`src/rtl/serdes_pkg.sv`:
```
// Shared definitions for the serializer-side transmit scheduler:
// FSM encoding, header sync pattern and the header builder.
package serdes_pkg;

    // One-hot state encoding, same style as the downstream PISO FSM.
    typedef enum logic [2:0] {
        IDLE = 3'b001,
        HDR  = 3'b010,
        PAY  = 3'b100
    } state_t;

    // Upper five bits of every packet header byte.
    localparam logic [4:0] HDR_SYNC = 5'b10100;

    // Header byte: sync pattern followed by the 3-bit channel id.
    function automatic logic [7:0] build_hdr(input logic [2:0] id);
        return {HDR_SYNC, id};
    endfunction

endpackage

```
`src/rtl/rr_arbiter.sv`:
```
// Combinational round-robin arbiter: searches ptr+1, ptr+2, ... (mod NUM_CH)
// and returns a one-hot grant for the first requesting channel.
module rr_arbiter #(
    parameter int NUM_CH = 4,
    parameter int IDW    = 2
) (
    input  logic [NUM_CH-1:0] req,
    input  logic [IDW-1:0]    ptr,
    output logic [NUM_CH-1:0] grant
);

    logic [IDW-1:0] idx;
    logic           found;

    // Walk the channels starting just after the last owner; first hit wins.
    always_comb begin
        grant = '0;
        found = 1'b0;
        idx   = '0;
        for (int i = 1; i <= NUM_CH; i++) begin
            idx = IDW'((int'(ptr) + i) % NUM_CH);
            if (!found && req[idx]) begin
                grant[idx] = 1'b1;
                found      = 1'b1;
            end
        end
    end

endmodule

```
`src/rtl/serdes_tx_sched.sv`:
```
// Packet-level round-robin scheduler feeding one PISO serializer.
// Each granted packet goes out as a header byte {HDR_SYNC, id} followed
// by the channel's payload bytes, cut short after MAX_LEN payload bytes.
//
// Handshake rule (both sides): a byte moves on a rising pclk_i edge where
// valid and ready are both high. data_o/valid_o are registered and held
// until accepted; the output slot is free when !valid_o || ready_i, and
// req_ready_o is derived combinationally from that so the upstream byte
// is only taken when it can be loaded into the slot on the same edge.
module serdes_tx_sched
    import serdes_pkg::*;
#(
    parameter int NUM_CH  = 4,
    parameter int MAX_LEN = 16
) (
    input  logic                pclk_i,
    input  logic                rst_i,
    input  logic [NUM_CH-1:0]   en_i,
    input  logic [NUM_CH*8-1:0] req_data_i,
    input  logic [NUM_CH-1:0]   req_valid_i,
    input  logic [NUM_CH-1:0]   req_last_i,
    output logic [NUM_CH-1:0]   req_ready_o,
    output logic [7:0]          data_o,
    output logic                valid_o,
    input  logic                ready_i,
    output logic [NUM_CH-1:0]   grant_o,
    output logic                busy_o,
    output logic                trunc_o,
    output logic [2:0]          state_o
);

    localparam int IDW = $clog2(NUM_CH);

    state_t            state;
    logic [IDW-1:0]    ptr;
    logic [IDW-1:0]    grant_id;
    logic [IDW-1:0]    arb_id;
    logic [NUM_CH-1:0] eligible;
    logic [NUM_CH-1:0] arb_grant;
    logic [7:0]        beat_cnt;
    logic [7:0]        ch_data [NUM_CH];
    logic              slot_free;
    logic              beat;
    logic              end_pkt;

    // Split the flat payload bus into one byte per channel.
    genvar k;
    generate
        for (k = 0; k < NUM_CH; k++) begin : g_unpack
            assign ch_data[k] = req_data_i[8*k +: 8];
        end
    endgenerate

    assign eligible    = req_valid_i & en_i;
    assign slot_free   = !valid_o || ready_i;
    assign req_ready_o = (state == PAY && slot_free) ? grant_o : '0;
    assign beat        = |(req_ready_o & req_valid_i);
    assign end_pkt     = req_last_i[grant_id] || ((beat_cnt + 8'd1) == 8'(MAX_LEN));
    assign state_o     = state;

    rr_arbiter #(
        .NUM_CH (NUM_CH),
        .IDW    (IDW)
    ) u_arb (
        .req   (eligible),
        .ptr   (ptr),
        .grant (arb_grant)
    );

    // Encode the arbiter's one-hot grant into a channel index.
    always_comb begin
        arb_id = '0;
        for (int i = 0; i < NUM_CH; i++) begin
            if (arb_grant[i]) arb_id = IDW'(i);
        end
    end

    // Scheduler FSM with registered outputs toward the PISO.
    always_ff @(posedge pclk_i or negedge rst_i) begin
        if (!rst_i) begin
            state    <= IDLE;
            data_o   <= '0;
            valid_o  <= 1'b0;
            grant_o  <= '0;
            grant_id <= '0;
            busy_o   <= 1'b0;
            trunc_o  <= 1'b0;
            beat_cnt <= '0;
            ptr      <= IDW'(NUM_CH - 1);
        end else begin
            trunc_o <= 1'b0;
            // Accepted byte leaves the slot unless a new one is loaded below.
            if (valid_o && ready_i) valid_o <= 1'b0;
            case (state)
                IDLE: begin
                    if (|eligible) begin
                        grant_o  <= arb_grant;
                        grant_id <= arb_id;
                        busy_o   <= 1'b1;
                        state    <= HDR;
                    end
                end
                HDR: begin
                    if (slot_free) begin
                        data_o   <= build_hdr(3'(grant_id));
                        valid_o  <= 1'b1;
                        beat_cnt <= '0;
                        state    <= PAY;
                    end
                end
                PAY: begin
                    if (beat) begin
                        data_o   <= ch_data[grant_id];
                        valid_o  <= 1'b1;
                        beat_cnt <= beat_cnt + 8'd1;
                        if (end_pkt) begin
                            // A real last byte takes precedence over the length cut.
                            trunc_o <= !req_last_i[grant_id];
                            ptr     <= grant_id;
                            grant_o <= '0;
                            busy_o  <= 1'b0;
                            state   <= IDLE;
                        end
                    end
                end
                default: state <= IDLE;
            endcase
        end
    end

endmodule
```
`config.mk`:
```
export PLATFORM = sky130hd
export DESIGN_NAME = serdes_tx_sched
export DESIGN_NICKNAME = d
export VERILOG_FILES = /design/src/rtl/serdes_pkg.sv /design/src/rtl/rr_arbiter.sv /design/src/rtl/serdes_tx_sched.sv
export SDC_FILE = /design/constraint.sdc
export NUM_CORES = 1
export LEC_CHECK = 0
export ABC_CLOCK_PERIOD_IN_PS = 3000
export BUFFER_PORTS_ARGS = -buffer_cell sky130_fd_sc_hd__buf_2
export CORE_MARGIN = 4
export CORE_UTILIZATION = 46
export DETAILED_ROUTE_END_ITERATION = 12
export PLACE_DENSITY_LB_ADDON = 0.08
export SYNTH_ARGS = -nofsm -noshare
export SYNTH_HDL_FRONTEND = slang
export SYNTH_SLANG_ARGS = --single-unit
```
`constraint.sdc`:
```
create_clock -name pclk_i -period 3 [get_ports pclk_i]
set_input_delay 0.15 -clock pclk_i [delete_from_list [all_inputs] [get_ports pclk_i]]
set_output_delay 0.15 -clock pclk_i [all_outputs]
set_load 0.05 [all_outputs]
```
==> out/qor.yml <==
detailed_routing:
  drt-met1-wl_mm: 2.38
  routed-wl-met2_mm: 2.76
  vias: 1975
  ant_nets: 0
  route.detailed.drc: 0
  top_layer_used: "met4"
  drt_wl_total_mm: 5.57
  firstDrtPassIters: 4
  first_iter_violations: 98
  drt-vias-per-instance: 5.72
  wl_met3_um: 371
  wl_per_cell_um: 16.1
run:
  drv_cap: 0
synthesis:
  synth_cell_types: 51
  syn_area_per_cell_sq_um: 9.69
  synthMuxAreaShare_pct: 13.9
  synth_top_family_by_area: "simple AND/OR/NAND/NOR gates"
  synth_area_sq_um: 2070
  synthSimpleGateAreaFrac_pct: 25.1
  synth-seq-cells: 30
  synth_edf_count: 0
  yosys-top-cells-area: "dfrtp_1 (33%), mux4_2 (8.7%), ha_1 (5.4%)"
  yosysTopAreaCellShare_pct: 32.6
  seq_area_frac_synth_pct: 36.4
  yosys_most_used_dff: "dfrtp_1"
  synth_xor_area_share_pct: 0
  synth_compound_area_share_pct: 16.9
  syn_inst: 214
  synthAdderAreaFrac_pct: 5.43
  ys_warn_count: 0
  syn_nets: 270
  async_reset_ff_share_pct: 100
  yosys.area.top_type: "dfrtp_1"
floorplan:
  die_h_um: 75.1
  floorplan.rows: 24
  start_util_pct: 47.6
  coreArea_sq_um: 4350
  ios: 69
  dieArea_sq_um: 5650
  fp.dieW_um: 75.1
clocking:
  cts_tree: "yes"
  cts_buffer_depth: 2
  root_buffer: "clkbuf_8"
  post_cts_buffers: 0
  clk_latency_ns: 0.28
  numCtsBuffers: 5
  clock_sinks: 30
  clk_pin_slew_ns: 0.07
  htreeDepth: 2
  ctsResizeCount: 0
finish:
  nFillCells: 409
  area_growth_pct: 27.0
  multi_input_area_sq_um: 1270
  finalInstanceArea_sq_um: 2630
  seq_area_sq_um: 754
  final_common_cell: "buf_2"
  final_cell_mix: "buf_2 (68), dfrtp_1 (27), nand2_1 (26)"
  drive_above_1_share_pct: 36.5
  nNetsFinal: 348
  insertedDiodeCount: 0
hold_path:
  worstHoldStart: "req_data_i[17]"
  hold_path_depth: 5
  holdPathEnd: "data_o[1]"
  min_path_type: "primary input to register"
setup_path:
  start_kind: "register"
  rr_startpoint: "ptr[0]"
  critPathKind: "register to register"
  r2r_setup_slack_ns: 0.57
  path_max_fanout: 7
  end_kind: "register"
  arrival_ns: 2.57
  reg2reg_to: "grant_id[1]"
  required_ns: 3.14
  reg2reg_depth: 7
global_routing:
  grt_pass1_vias: 1817
  grt_pass1_wl_mm: 8.44
  antenna_found_initial: 0
  grt_max_degree: 31
  grt_usage_pct: 19.6
  gr-total-overflow: 0
placement:
  hpwl_mm: 4.22
  io_buffers: 68
  placed_area_sq_um: 2510
  place.gp.congestion: 0.812
  place_ws_ns: 0.591
sta:
  slew_headroom_pct: 54.2
  rsz0062_at_grt: "no"
  worstMarginPinSlew_ns: 0.687
  slew_violations: 0
  min_period_ns: 2.43
  hold_violations: 0
  finalClockSkew_ns: 0.00587
  max_freq_mhz: 412
  finalSetupTns_ns: 0
  hold_ws_ns: 0.280
  post-route-period-util_pct: 81.0
  final.setup.worst_slack_ns: 0.571
  setup_violations: 0
power:
  p_leak_nw: 1.26
  p_per_area_nw_per_um2: 919
  vdd_drop_max_uv: 406
run_status:
  status: "complete, no violations"
-- through the flow --
stage          util, %  instances  total power, mW
2_1_floorplan        -        214             1.68
3_3_place_gp      57.8        336             2.01
3_5_place_dp      57.8        336             2.02
4_1_cts           60.5        345             2.44
5_1_grt           60.5        345             2.57
6_report          60.5        345             2.42
-- routing by layer --
| layer | global-route usage [%] | vias up |
|---|---|---|
| met5 | 0 | - |
| met4 | 5.05 | 0 |
| met3 | 4.41 | 5 |
| met2 | 35.0 | 55 |
| met1 | 23.9 | 948 |
| li1 | - | 967 |
-- report_power, final --
part	leakage, nW	total [mW]	switching [mW]	internal, mW
clock	0.0579	0.407	0.163	0.244
sequential	0.377	0.677	0.137	0.541
combinational	0.825	1.34	0.823	0.512
-- synth_stat cells (3+ instances only) --
library cell	instances
a21oi_1	13
a22o_1	6
a31oi_1	3
and3_1	8
clkbuf_1	4
dfrtp_1	27
dfstp_2	3
ha_1	9
inv_1	3
mux2i_1	6
mux4_2	8
nand2_1	26
nand3_1	6
nand3b_1	3
nand4_1	5
nand4b_1	5
nor2_1	17
nor2b_1	3
o211ai_1	4
o21ai_0	12
o2bb2ai_1	3
or2_2	3
-- worst max-delay path: stages (launching register included) --
cell      delay (ns)
dfstp_2         0.53
inv_1           0.12
ha_1            0.42
mux4_2          0.39
nor2b_1         0.17
a221o_1         0.31
a211oi_2        0.23
a31oi_1         0.12
-- flip-flops by register name, summed over array words and instances (netlist names) --
register  flops
beat_cnt      8
data_o        8
grant_o       4
state_o       3
grant_id      2
ptr           2
busy_o        1
trunc_o       1
valid_o       1
-- layout make-up --
| cell class | count | area share [%] |
|---|---|---|
| clock buffers | 5 | 2.61 |
| clock inverters | 3 | 1.52 |
| inverters | 4 | 0.570 |
| multi-input cells | 173 | 48.3 |
| flip-flops and latches | 30 | 28.6 |
| well taps | 52 | 2.47 |
| repair buffers | 78 | 15.9 |
-- how the worst max path moves through the flow --
stage                       from          end  slack (ns)  depth (start not counted)
final                     ptr[0]  grant_id[1]        0.57                          7
after global routing      ptr[0]   grant_o[3]        0.44                          7
after CTS                 ptr[0]  grant_id[1]        0.58                          7
after detailed placement  ptr[0]  grant_id[1]        0.59                          7
after global placement    ptr[0]  grant_id[0]        0.64                          7
after floorplan           ptr[0]  grant_id[0]        0.67                          7
-- kinds of logic (layout without fill, tap and decap cells) --
| family | Yosys count | count (layout) |
|---|---|---|
| buffers and inverters | 11 | 90 |
| and+or+nand+nor | 95 | 95 |
| DFF | 30 | 30 |
| muxes | 17 | 17 |
| adders and majority gates | 9 | 9 |
| AOI/OAI and AO/OA | 52 | 52 |
-- repair_timing --
action                                  in CTS  in global routing
hold buffers                                 1                  0
endpoints found under the setup margin       0                  0
hold endpoints to repair                    27                  0
Note: power is estimated with default switching activity, not from simulation.
